<file path="src/rtl/ppu_clock_sequencer.sv">
// PPU2 bring-up sequencer: generates the xin master clock, holds and releases PPU reset,
// and measures line/frame timing from the synchronized blanking outputs.
module ppu_clock_sequencer #(
    parameter int unsigned HALF_PERIOD  = 60,
    parameter int unsigned RESET_CYCLES = 16,
    parameter int unsigned COUNT_WIDTH  = 16
) (
    input  logic                   clock,
    input  logic                   reset_n,
    input  logic                   start,
    input  logic                   stop,
    input  logic                   ppu_hblank,
    input  logic                   ppu_vblank,
    output logic                   xin,
    output logic                   ppu_reset_n,
    output logic                   busy,
    output logic                   running,
    output logic [COUNT_WIDTH-1:0] line_cycles,
    output logic                   line_valid,
    output logic [COUNT_WIDTH-1:0] frame_lines,
    output logic                   frame_valid,
    output logic                   timeout
);

    localparam int unsigned DIV_W = (HALF_PERIOD > 1) ? $clog2(HALF_PERIOD) : 1;
    localparam int unsigned RST_W = $clog2(RESET_CYCLES + 1);
    localparam logic [DIV_W-1:0]       DIV_LAST = DIV_W'(HALF_PERIOD - 1);
    localparam logic [RST_W-1:0]       RST_LAST = RST_W'(RESET_CYCLES - 1);
    localparam logic [COUNT_WIDTH-1:0] CTR_MAX  = '1;
    localparam logic [COUNT_WIDTH-1:0] CTR_ONE  = COUNT_WIDTH'(1);

    typedef enum logic [1:0] {
        IDLE,
        RESET_HOLD,
        RUN,
        STOPPING
    } state_t;

    state_t                 state;
    logic [DIV_W-1:0]       div_ctr;
    logic [RST_W-1:0]       rst_ctr;
    logic [1:0]             hb_sync;
    logic [1:0]             vb_sync;
    logic                   hb_prev;
    logic                   vb_prev;
    logic [COUNT_WIDTH-1:0] line_ctr;
    logic [COUNT_WIDTH-1:0] frame_ctr;
    logic                   line_armed;
    logic                   frame_armed;

    logic                   div_tc;
    logic                   xin_rise;
    logic                   hb_rise;
    logic                   vb_rise;
    logic                   start_ok;
    logic [COUNT_WIDTH-1:0] line_next;
    logic [COUNT_WIDTH-1:0] frame_next;

    assign div_tc     = (div_ctr == DIV_LAST);
    assign xin_rise   = (state != IDLE) && div_tc && !xin;
    assign hb_rise    = (state == RUN) && hb_sync[1] && !hb_prev;
    assign vb_rise    = (state == RUN) && vb_sync[1] && !vb_prev;
    assign start_ok   = (state == IDLE) && start && !stop;
    assign line_next  = line_ctr + CTR_ONE;
    assign frame_next = frame_ctr + CTR_ONE;

    // Two-flop synchronizers plus edge-detect history for the blanking pins
    always_ff @(posedge clock or negedge reset_n) begin
        if (!reset_n) begin
            hb_sync <= '0;
            vb_sync <= '0;
            hb_prev <= 1'b0;
            vb_prev <= 1'b0;
        end else begin
            hb_sync <= {hb_sync[0], ppu_hblank};
            vb_sync <= {vb_sync[0], ppu_vblank};
            hb_prev <= hb_sync[1];
            vb_prev <= vb_sync[1];
        end
    end

    // Divider and sequencing FSM; later assignments override the free-running divider
    always_ff @(posedge clock or negedge reset_n) begin
        if (!reset_n) begin
            state       <= IDLE;
            div_ctr     <= '0;
            rst_ctr     <= '0;
            xin         <= 1'b0;
            ppu_reset_n <= 1'b0;
            busy        <= 1'b0;
            running     <= 1'b0;
        end else begin
            if (state == IDLE) begin
                div_ctr <= '0;
                xin     <= 1'b0;
            end else if (div_tc) begin
                div_ctr <= '0;
                xin     <= ~xin;
            end else begin
                div_ctr <= div_ctr + DIV_W'(1);
            end

            case (state)
                IDLE: begin
                    if (start_ok) begin
                        state   <= RESET_HOLD;
                        busy    <= 1'b1;
                        rst_ctr <= '0;
                    end
                end
                RESET_HOLD: begin
                    ppu_reset_n <= 1'b0;
                    if (stop) begin
                        state <= STOPPING;
                    end else if (xin_rise) begin
                        if (rst_ctr == RST_LAST) begin
                            state   <= RUN;
                            running <= 1'b1;
                        end else begin
                            rst_ctr <= rst_ctr + RST_W'(1);
                        end
                    end
                end
                RUN: begin
                    ppu_reset_n <= 1'b1;
                    if (stop) begin
                        state       <= STOPPING;
                        running     <= 1'b0;
                        ppu_reset_n <= 1'b0;
                    end
                end
                default: begin
                    // Only leave once xin is low, so a high phase is never cut short
                    ppu_reset_n <= 1'b0;
                    if (!xin) begin
                        state   <= IDLE;
                        busy    <= 1'b0;
                        xin     <= 1'b0;
                        div_ctr <= '0;
                    end else if (div_tc) begin
                        state <= IDLE;
                        busy  <= 1'b0;
                    end
                end
            endcase
        end
    end

    // Line and frame measurement; results are retained until the next accepted start
    always_ff @(posedge clock or negedge reset_n) begin
        if (!reset_n) begin
            line_ctr    <= '0;
            frame_ctr   <= '0;
            line_armed  <= 1'b0;
            frame_armed <= 1'b0;
            line_cycles <= '0;
            line_valid  <= 1'b0;
            frame_lines <= '0;
            frame_valid <= 1'b0;
            timeout     <= 1'b0;
        end else if (start_ok) begin
            line_ctr    <= '0;
            frame_ctr   <= '0;
            line_armed  <= 1'b0;
            frame_armed <= 1'b0;
            line_valid  <= 1'b0;
            frame_valid <= 1'b0;
            timeout     <= 1'b0;
        end else if (state == RUN) begin
            if (hb_rise) begin
                if (line_armed) begin
                    line_cycles <= line_ctr;
                    line_valid  <= 1'b1;
                end
                line_armed <= 1'b1;
                line_ctr   <= xin_rise ? CTR_ONE : '0;
            end else if (xin_rise && (line_ctr != CTR_MAX)) begin
                line_ctr <= line_next;
                if (line_next == CTR_MAX) begin
                    timeout <= 1'b1;
                end
            end

            if (vb_rise) begin
                if (frame_armed) begin
                    frame_lines <= frame_ctr;
                    frame_valid <= 1'b1;
                end
                frame_armed <= 1'b1;
                frame_ctr   <= hb_rise ? CTR_ONE : '0;
            end else if (hb_rise && (frame_ctr != CTR_MAX)) begin
                frame_ctr <= frame_next;
                if (frame_next == CTR_MAX) begin
                    timeout <= 1'b1;
                end
            end
        end
    end

endmodule

</file>
<file path="config.mk">
export PLATFORM = sky130hd
export DESIGN_NAME = ppu_clock_sequencer
export DESIGN_NICKNAME = d
export VERILOG_FILES = /design/src/rtl/ppu_clock_sequencer.sv
export SDC_FILE = /design/constraint.sdc
export NUM_CORES = 1
export LEC_CHECK = 0
export CORE_MARGIN = 1.5
export CORE_UTILIZATION = 45
export CTS_CLUSTER_SIZE = 24
export DETAILED_ROUTE_END_ITERATION = 10
export HOLD_SLACK_MARGIN = 0.05
export MAX_ROUTING_LAYER = met4
export PLACE_DENSITY = 0.68
export SYNTH_ARGS = -nofsm -noshare
export SYNTH_HDL_FRONTEND = slang
export SYNTH_SLANG_ARGS = --single-unit
export TNS_END_PERCENT = 1
</file>
<file path="constraint.sdc">
create_clock -name clock -period 2.2 [get_ports clock]
set_input_delay 0.44 -clock clock [delete_from_list [all_inputs] [get_ports clock]]
set_output_delay 0.44 -clock clock [all_outputs]
set_load 0.005 [all_outputs]
</file>
==> summary.md, run 1 <==
The share of synthesized area in the top cell type comes to 51.13%. STA classifies the critical path endpoint as a register. Across the whole layout, storage elements account for 2302 µm². The number of failing hold endpoints at the final stage was 0; the net count of the finished layout was 521.

Reported leakage power: 2.565 nW. The floorplan step defined a die boundary enclosing 10620 µm². Initial antenna violation count: 0. The clock-pin slew on the worst setup and hold paths works out to 0.09 ns.

Dividing the detail-routed wire length by the instance count gives 14.35 µm. Sequential cells were found to cover 51.13% of the synthesized design area. After detailed routing, the number of vias per cell comes to 5.231. Compared with the post-synthesis result, the final layout area differs by 25.53%.

For the count of max-cap constraint violations, the log shows 0. TritonCTS built the clock tree. The most used flip-flop cell after synthesis is dfrtp_1. The maximum frequency from static timing analysis is 458.6 MHz, and the fraction of synthesized area in multiplexers is 8.447%.

No sink is reached through more buffers than the 2 on the longest clock path. Global routing consumed, over all layers together, 19.60% of the routing resources. 0 antenna diodes ended up in the layout. Buffers inserted during clock tree synthesis total 9.

Total number of vias: 3348. The total DRC errors in the routed layout was 0. Simple-gate share of the synthesized area: 18.67%. The count of flip-flops with a built-in enable after synthesis works out to 0.

Total count of max-transition violations in the final report: 0. The tools report the filler cell count as 882. The number of nets in the synthesized netlist is 443. The number of top-level design ports is 45, and the transition at the pin with the smallest max-transition slack is 0.5024 ns. The run gives 0 as the leftover overflow at the end of global routing.

The type of origin of the critical path was a register. Clock latency on the worst-skew pair, taken at its later pin, is 0.36 ns. By area the synthesized netlist is led by dfrtp_1 (51%), mux2_2 (8.0%), xor2_1 (5.6%). The TritonCTS sink count is 92, and the via count of the first global-routing pass is 3286.

The share of synthesized cell area in full adder, half adder and majority cells works out to 3.612%. Leaving out filler cells and counting taps, the final layout contains 640. For the worst setup path, the data required time is 2.45 ns. Measured along the x axis, the die boundary spans 103.0 µm. The final critical delay including setup and external delays was 2.181 ns.

Cell depth of the worst flop-to-flop path: 10. For the antenna violation net count after detailed routing, the log shows 0. The worst hold-check slack was 0.04388 ns; the die height was 103.0 µm.

Number of rows created at floorplan: 36. The startpoint-to-endpoint class of the critical path is register to register. Of all cell types, the one taking the most synthesized area is dfrtp_1. After synthesis, the share of flip-flops with an asynchronous set or reset is 100.0%.

Setup repair after global routing could not meet its margin everywhere. The maximum fanout along the worst path was 7. The synthesis-stage register bit count came out at 92.

Setup violations remaining at the end of the flow were counted as 0. The detailed router finished its first iteration with 93 violations. Once the floorplan was initialized, standard cells occupied 46.28% of the core.

On the final layout, the worst clock skew is 0.006990 ns. The logs give 4 for the count of TritonRoute iterations in the first routing pass and 40 for the pin count of the biggest net entering global routing. The cell chosen for the clock root is clkbuf_8. After detailed placement, the design holds a cell count of 617. The tightest min-delay check is of the input pin to asynchronous set/reset pin type. The run gives 366.0 µV as the maximum vdd ir drop. Summing all multi-input logic gate instances after layout gives 2160 µm². Data arrives at the worst endpoint at 2.44 ns. Cell area power density: 743.7 nW/µm². Measured against its own limit, the worst slew margin works out to 66.51%. After synthesis, the largest family of logic cells by area is simple AND/OR/NAND/NOR gates. The number of instances in the synthesized netlist is 424. For this run, the number of Yosys warnings is 0. The design draws 4.204 mW. The count of input and output buffers is 44.

The H-tree was split into 3 levels. The wire-length estimate of the detail-placed layout is 6.590 mm. The first global-routing pass estimated 15.65 mm of wire. Summed over all layers, the routed wires come to 9.187 mm. After synthesis, the netlist uses 49 different library cells. The post-route netlist has 22.68% of its cells at a drive strength greater than 1. The routability-driven placement congestion ratio was 0.8951; the post-synthesis compound-gate area fraction was 8.002%.

The mapped netlist covers 4503 µm². Dividing the final minimum period by the clock period gives 99.12%. The run finished with clean final reports. The tools report the core footprint as 9729 µm².

Dividing the synthesized area by the synthesized cell count gives 10.62 µm². The synthesized-area fraction occupied by xor and xnor cells was 7.196%.
==> area by class of cell <==
type	count	area share, %
clock buffers	11	2.501
clock inverters	5	0.6640
inverters	10	0.6640
multi-input cells	300	38.20
flip-flops and latches	92	40.73
well taps	133	2.944
repair buffers	89	14.30
==> kinds of logic (layout without fill, tap and decap cells) <==
family,after synthesis,after routing
compound gates,55,55
buf+inv,32,115
xor+xnor,37,37
simple gates,161,161
flops,92,92
mux,34,34
fa+ha+maj,13,13
==> power breakdown <==
part / switching (mW) / internal [mW] / total [mW]
clock network: 0.599 / 0.444 / 1.04
registers: 0.113 / 1.85 / 1.96
logic: 0.597 / 0.602 / 1.20
==> sequential cells by signal, summed over array words and instances (netlist names), 5 cells and up <==
signal       flops
div_ctr          6
frame_ctr       16
frame_lines     16
line_ctr        16
line_cycles     16
rst_ctr          5
==> routing by layer <==
| layer | track usage (%) | routed length [µm] | share of wire [%] |
|---|---|---|---|
| met5 | - | 0 | 0 |
| met4 | 6.029 | 103 | 1.1 |
| met3 | 3.797 | 254 | 2.8 |
| met2 | 31.53 | 4494 | 49 |
| met1 | 25.17 | 4335 | 47 |
==> placed cells by master, fill, tap and decap left out, types with 3 or more instances in the layout <==
cell type / Yosys / routed
and3_1: 8 / 8
buf_4: 0 / 42
ha_1: 13 / 9
nor2b_1: 3 / 3
mux2_2: 32 / 32
nor2_1: 46 / 46
nand3_1: 22 / 20
xnor2_1: 8 / 6
clkbuf_8: 0 / 10
dfrtp_1: 92 / 92
or3_1: 3 / 3
nand4_1: 13 / 13
o31ai_1: 4 / 4
inv_1: 10 / 8
a211oi_1: 6 / 6
xor2_1: 29 / 29
and4_1: 3 / 3
o21ai_0: 17 / 16
nor3b_1: 4 / 4
nor3_1: 4 / 4
and4b_1: 3 / 3
a31oi_1: 5 / 4
and2_1: 3 / 3
a21oi_1: 9 / 9
clkdlybuf4s50_1: 0 / 43
nand2_1: 34 / 34
nor4_1: 3 / 3
==> synth_stat cells (2+ instances only) <==
cell / count
dfrtp_1: 92
nor2_1: 46
nand2_1: 34
mux2_2: 32
xor2_1: 29
nand3_1: 22
clkbuf_1: 17
o21ai_0: 17
ha_1: 13
nand4_1: 13
inv_1: 10
a21oi_1: 9
and3_1: 8
xnor2_1: 8
a211oi_1: 6
a31oi_1: 5
buf_2: 4
nor3_1: 4
nor3b_1: 4
o31ai_1: 4
and2_1: 3
and4_1: 3
and4b_1: 3
nor2b_1: 3
nor4_1: 3
or3_1: 3
a21o_1: 2
mux2i_1: 2
nand2b_1: 2
o21a_1: 2
o22ai_1: 2
or2_2: 2
==> critical path, cell delays in order (launching register included) <==
cell and delay, ns:
dfrtp_1 0.36, ha_2 0.18, nand4_1 0.10, buf_4 0.16, or4b_4 0.51, a31oi_4 0.26, buf_6 0.16, buf_4 0.10
nand2_1 0.05, xor2_1 0.14, nor2_1 0.05
==> path summary, 6_finish.rpt <==
check	end	slack, ns	startpoint
setup / recovery	line_ctr[2]	0.02	div_ctr[1]
hold / removal	rst_ctr[3]	0.04	reset_n
setup reg to reg	line_ctr[2]	0.02	div_ctr[1]
hold reg to reg	hb_sync[1]	0.36	hb_sync[0]
max in group asynchronous	line_cycles[0]	1.60	reset_n
min in group clock	hb_sync[1]	0.36	hb_sync[0]
==> stage by stage <==
step | util (%) | setup WS (ns) | setup TNS [ns] | instance area [µm²]
global placement | 54.76 | -0.08525 | -0.1700 | 5328
global route | 58.10 | -0.1032 | -0.9556 | 5653
detailed placement | 54.76 | -0.05308 | -0.1676 | 5328
finish | 58.10 | 0.01943 | 0 | 5653
floorplan | - | 0.01461 | 0 | 4514
CTS | 56.94 | -0.01430 | -0.02967 | 5540
==> what timing repair did <==
action / 4_1_cts / 5_1_grt
hold buffers: 0 / 0
pin swaps: 0 / 7
setup buffers: 2 / 5
gates resized for setup: 7 / 13
setup endpoints to repair: 8 / 43
Note: power is estimated with default switching activity, not from simulation.
==> run 2, diff against run 1 <==
--- a/config.mk
+++ b/config.mk
@@ -7,6 +7,7 @@
 export LEC_CHECK = 0
 export CORE_MARGIN = 1.5
 export CORE_UTILIZATION = 45
+export CTS_CLUSTER_DIAMETER = 150
 export CTS_CLUSTER_SIZE = 24
 export DETAILED_ROUTE_END_ITERATION = 10
 export HOLD_SLACK_MARGIN = 0.05
==> results of run 2 <==
The final DEF is identical to that of run 1; final timing and power are the same.
==> run 3, diff against run 2 <==
--- a/config.mk
+++ b/config.mk
@@ -16,4 +16,4 @@
 export SYNTH_ARGS = -nofsm -noshare
 export SYNTH_HDL_FRONTEND = slang
 export SYNTH_SLANG_ARGS = --single-unit
-export TNS_END_PERCENT = 1
+export TNS_END_PERCENT = 100
==> run 3 against run 2 <==
Net effect:
- final cell count up 0.31%
- critical path type unchanged
- first-iteration DRC count increased by 3.2%
- design area rose by 0.24%
- clock skew about the same
- sequential power about the same
- highest routed layer unchanged
- power is 0.96% lower
- critical path depth decreased by 1
- setup slack improved by 0.0028 ns
- via count is 0.24% higher
- clock power barely moved
==> summary.md, run 3 (same netlist as run 1, synthesis figures left out) <==
The tools report the register area as 2302 µm² (unchanged). The net count of the finished layout is 523 (was 521). For the met3 demand-to-capacity share in global routing, the log shows 3.797% (unchanged).

The maximum fanout along the worst path is 6 (was 7). The run gives 0 (unchanged) as the antenna violation net count after detailed routing. The worst hold-check slack was 0.04263 ns (was 0.04388 ns); the critical path required time was 2.50 ns (was 2.45 ns). The count of TritonRoute iterations in the first routing pass is 4 (unchanged), and the worst path arrival time is 2.48 ns (was 2.44 ns). The global routing's busiest layer is met2 (unchanged).

The most common cell after layout, fill and taps aside was dfrtp_1 (unchanged). The core footprint is 9729 µm² (unchanged). Most frequent cells in the layout: dfrtp_1 (92), nor2_1 (46), buf_4 (44), clkdlybuf4s50_1 (43), nand2_1 (34) (was dfrtp_1 (92), nor2_1 (46), clkdlybuf4s50_1 (43), buf_4 (42), nand2_1 (34)). Cell area power density: 734.8 nW/µm² (was 743.7 nW/µm²). Setup repair after global routing could not meet its margin everywhere. The wire length per cell was 14.42 µm (was 14.35 µm). Dominant delay contributor by cell family on the critical path: simple AND/OR/NAND/NOR gates (unchanged). Setup clock skew after layout: 0.007305 ns (was 0.006990 ns).

The tools report the critical path endpoint category as a register (unchanged). The average vias per placed instance is 5.227 (was 5.231), and the final cell area excluding filler cells is 5667 µm² (was 5653 µm²). The logs give 2158 µm² (was 2160 µm²) for the multi-input combinational cell area and 0 (unchanged) for the number of failing hold endpoints at the final stage. The count of inserted antenna diode cells was 0 (unchanged).

The final critical delay including setup and external delays was 2.178 ns (was 2.181 ns); the TritonCTS sink count was 92 (unchanged). The die height is 103.0 µm (unchanged), and the count of max-cap constraint violations is 0 (unchanged). The cell chosen for the clock root is clkbuf_8 (unchanged).

For the core occupancy in the finished layout, the log shows 58.24% (was 58.10%). The cell type of the slowest stage on the worst timing path is or4b_4 (unchanged). The reported leakage power was 2.574 nW (was 2.565 nW).

The run gives 0 (unchanged) as the total DRC errors in the routed layout. Number of top-level design ports: 45 (unchanged). The tools report the maximum vdd ir drop as 365.3 µV (was 366.0 µV). The peak per-stage delay on the critical path is 0.51 ns (about the same). The count of input and output buffers is 44 (unchanged), and the final-report setup violation count is 0 (unchanged).

For the total number of vias, the log shows 3356 (was 3348). The routability-driven placement congestion ratio is 0.8951 (unchanged). The met2 track demand over resource in global routing is 31.78% (was 31.53%). For the die area, the log shows 10620 µm² (unchanged).

The filler cell count is 883 (was 882). Worst path cell trace: ha_2 -> nand4_1 -> buf_4 -> or4b_4 -> a31oi_4 -> buf_6 -> nand4_1 -> xor2_1 -> nor2_1 (was ha_2 -> nand4_1 -> buf_4 -> or4b_4 -> a31oi_4 -> buf_6 -> buf_4 -> nand2_1 -> xor2_1 -> nor2_1). Startpoint-to-endpoint class of the critical path: register to register (unchanged). The via count of the first global-routing pass was 3304 (was 3286); the wire length reported by the detailed router was 9.258 mm (was 9.187 mm). The clock-pin slew on the worst setup and hold paths is 0.09 ns (about the same).

The transition at the pin with the smallest max-transition slack was 0.5226 ns (was 0.5024 ns); the placed cell area was 5328 µm² (unchanged). The area growth from synthesis to final layout was 25.84% (was 25.53%). Total count of max-transition violations in the final report: 0 (unchanged). The number of rows created at floorplan was 36 (unchanged); the clock insertion delay at the later pin of the skew report was 0.36 ns (about the same). The flow ran to the end, and the final reports show no timing, DRC or antenna violations. Path class of the lowest-slack min-delay path: input pin to asynchronous set/reset pin (unchanged). The cts-stage hold buffer count is 0 (unchanged). The leftover overflow at the end of global routing is 0 (unchanged), and the deepest level of the CTS H-tree is 3 (unchanged). Number of clock buffers inserted by TritonCTS: 9 (unchanged).

The run gives 2 (unchanged) as the number of buffers between clock root and the deepest sink. The initial DRC count was 96 (was 93). The post-DP HPWL came out at 6.590 mm (unchanged). Pin count of the biggest net entering global routing: 40 (unchanged).

The fraction of layout instances using a drive strength above 1 is 23.18% (was 22.68%). The die width is 103.0 µm (unchanged). The met1 usage in global routing came out at 25.04% (was 25.17%).

The type of origin of the critical path was a register (unchanged). The count of buffer and inverter cells on the critical path was 2 (was 3). TritonCTS built the clock tree. The starting utilization of the core area was 46.28% (unchanged). The global routing usage summed across all routing layers is 19.63% (was 19.60%), and the period utilization is 98.99% (was 99.12%). The logs give 459.2 MHz (was 458.6 MHz) for the maximum frequency from static timing analysis and 0 (unchanged) for the initial antenna violation count.

The relative slew slack is 64.84% (was 66.51%). The cell repeated most along the worst path is nand4_1 (was buf_4). The global-route wire length before repair is 15.69 mm (was 15.65 mm).
## run 3: what timing repair did
action	4_1_cts	5_1_grt
setup endpoints to repair	8	45
gates resized for setup	9	12
pin swaps	1	11
buffers inserted	5	4
## run 3: cell type report
class	count	share of cell area (%)
timing repair buffer	91	14.53
tap	133	2.937
clock inverter	5	0.6624
multi-input combinational	300	38.09
sequential	92	40.63
clock buffer	11	2.495
inverter	10	0.6624
## run 3: worst paths after layout
| kind | from | to | slack (ns) | cells past startpoint |
|---|---|---|---|---|
| min in group clock | hb_sync[0] | hb_sync[1] | 0.36 | 0 |
| min | reset_n | rst_ctr[3] | 0.04 | 1 |
| max reg2reg | div_ctr[1] | line_ctr[10] | 0.02 | 9 |
| max in group asynchronous | reset_n | line_cycles[0] | 1.60 | 2 |
| max | div_ctr[1] | line_ctr[10] | 0.02 | 9 |
| min reg2reg | hb_sync[0] | hb_sync[1] | 0.36 | 0 |
## run 3: metrics by stage
stage	TNS [ns]	setup WS, ns	cells	power [mW]
floorplan	0	0.01461	424	2.607
global placement	-0.1700	-0.08525	617	3.051
detailed placement	-0.1676	-0.05308	617	3.085
CTS	0	0.00006350	638	4.183
global route	-0.9576	-0.1011	642	4.420
finish	0	0.02226	642	4.164
## run 3: layer usage
layer / part of all wire, % / wire (µm)
met2: 49 / 4516
met5: 0 / 0
met1: 47 / 4327
met4: 1.1 / 106
met3: 3.3 / 306
## run 3: power breakdown
group / internal, mW / switching (mW) / total [mW]
clock: 0.444 / 0.599 / 1.04
sequential: 1.85 / 0.107 / 1.96
combinational: 0.580 / 0.583 / 1.16
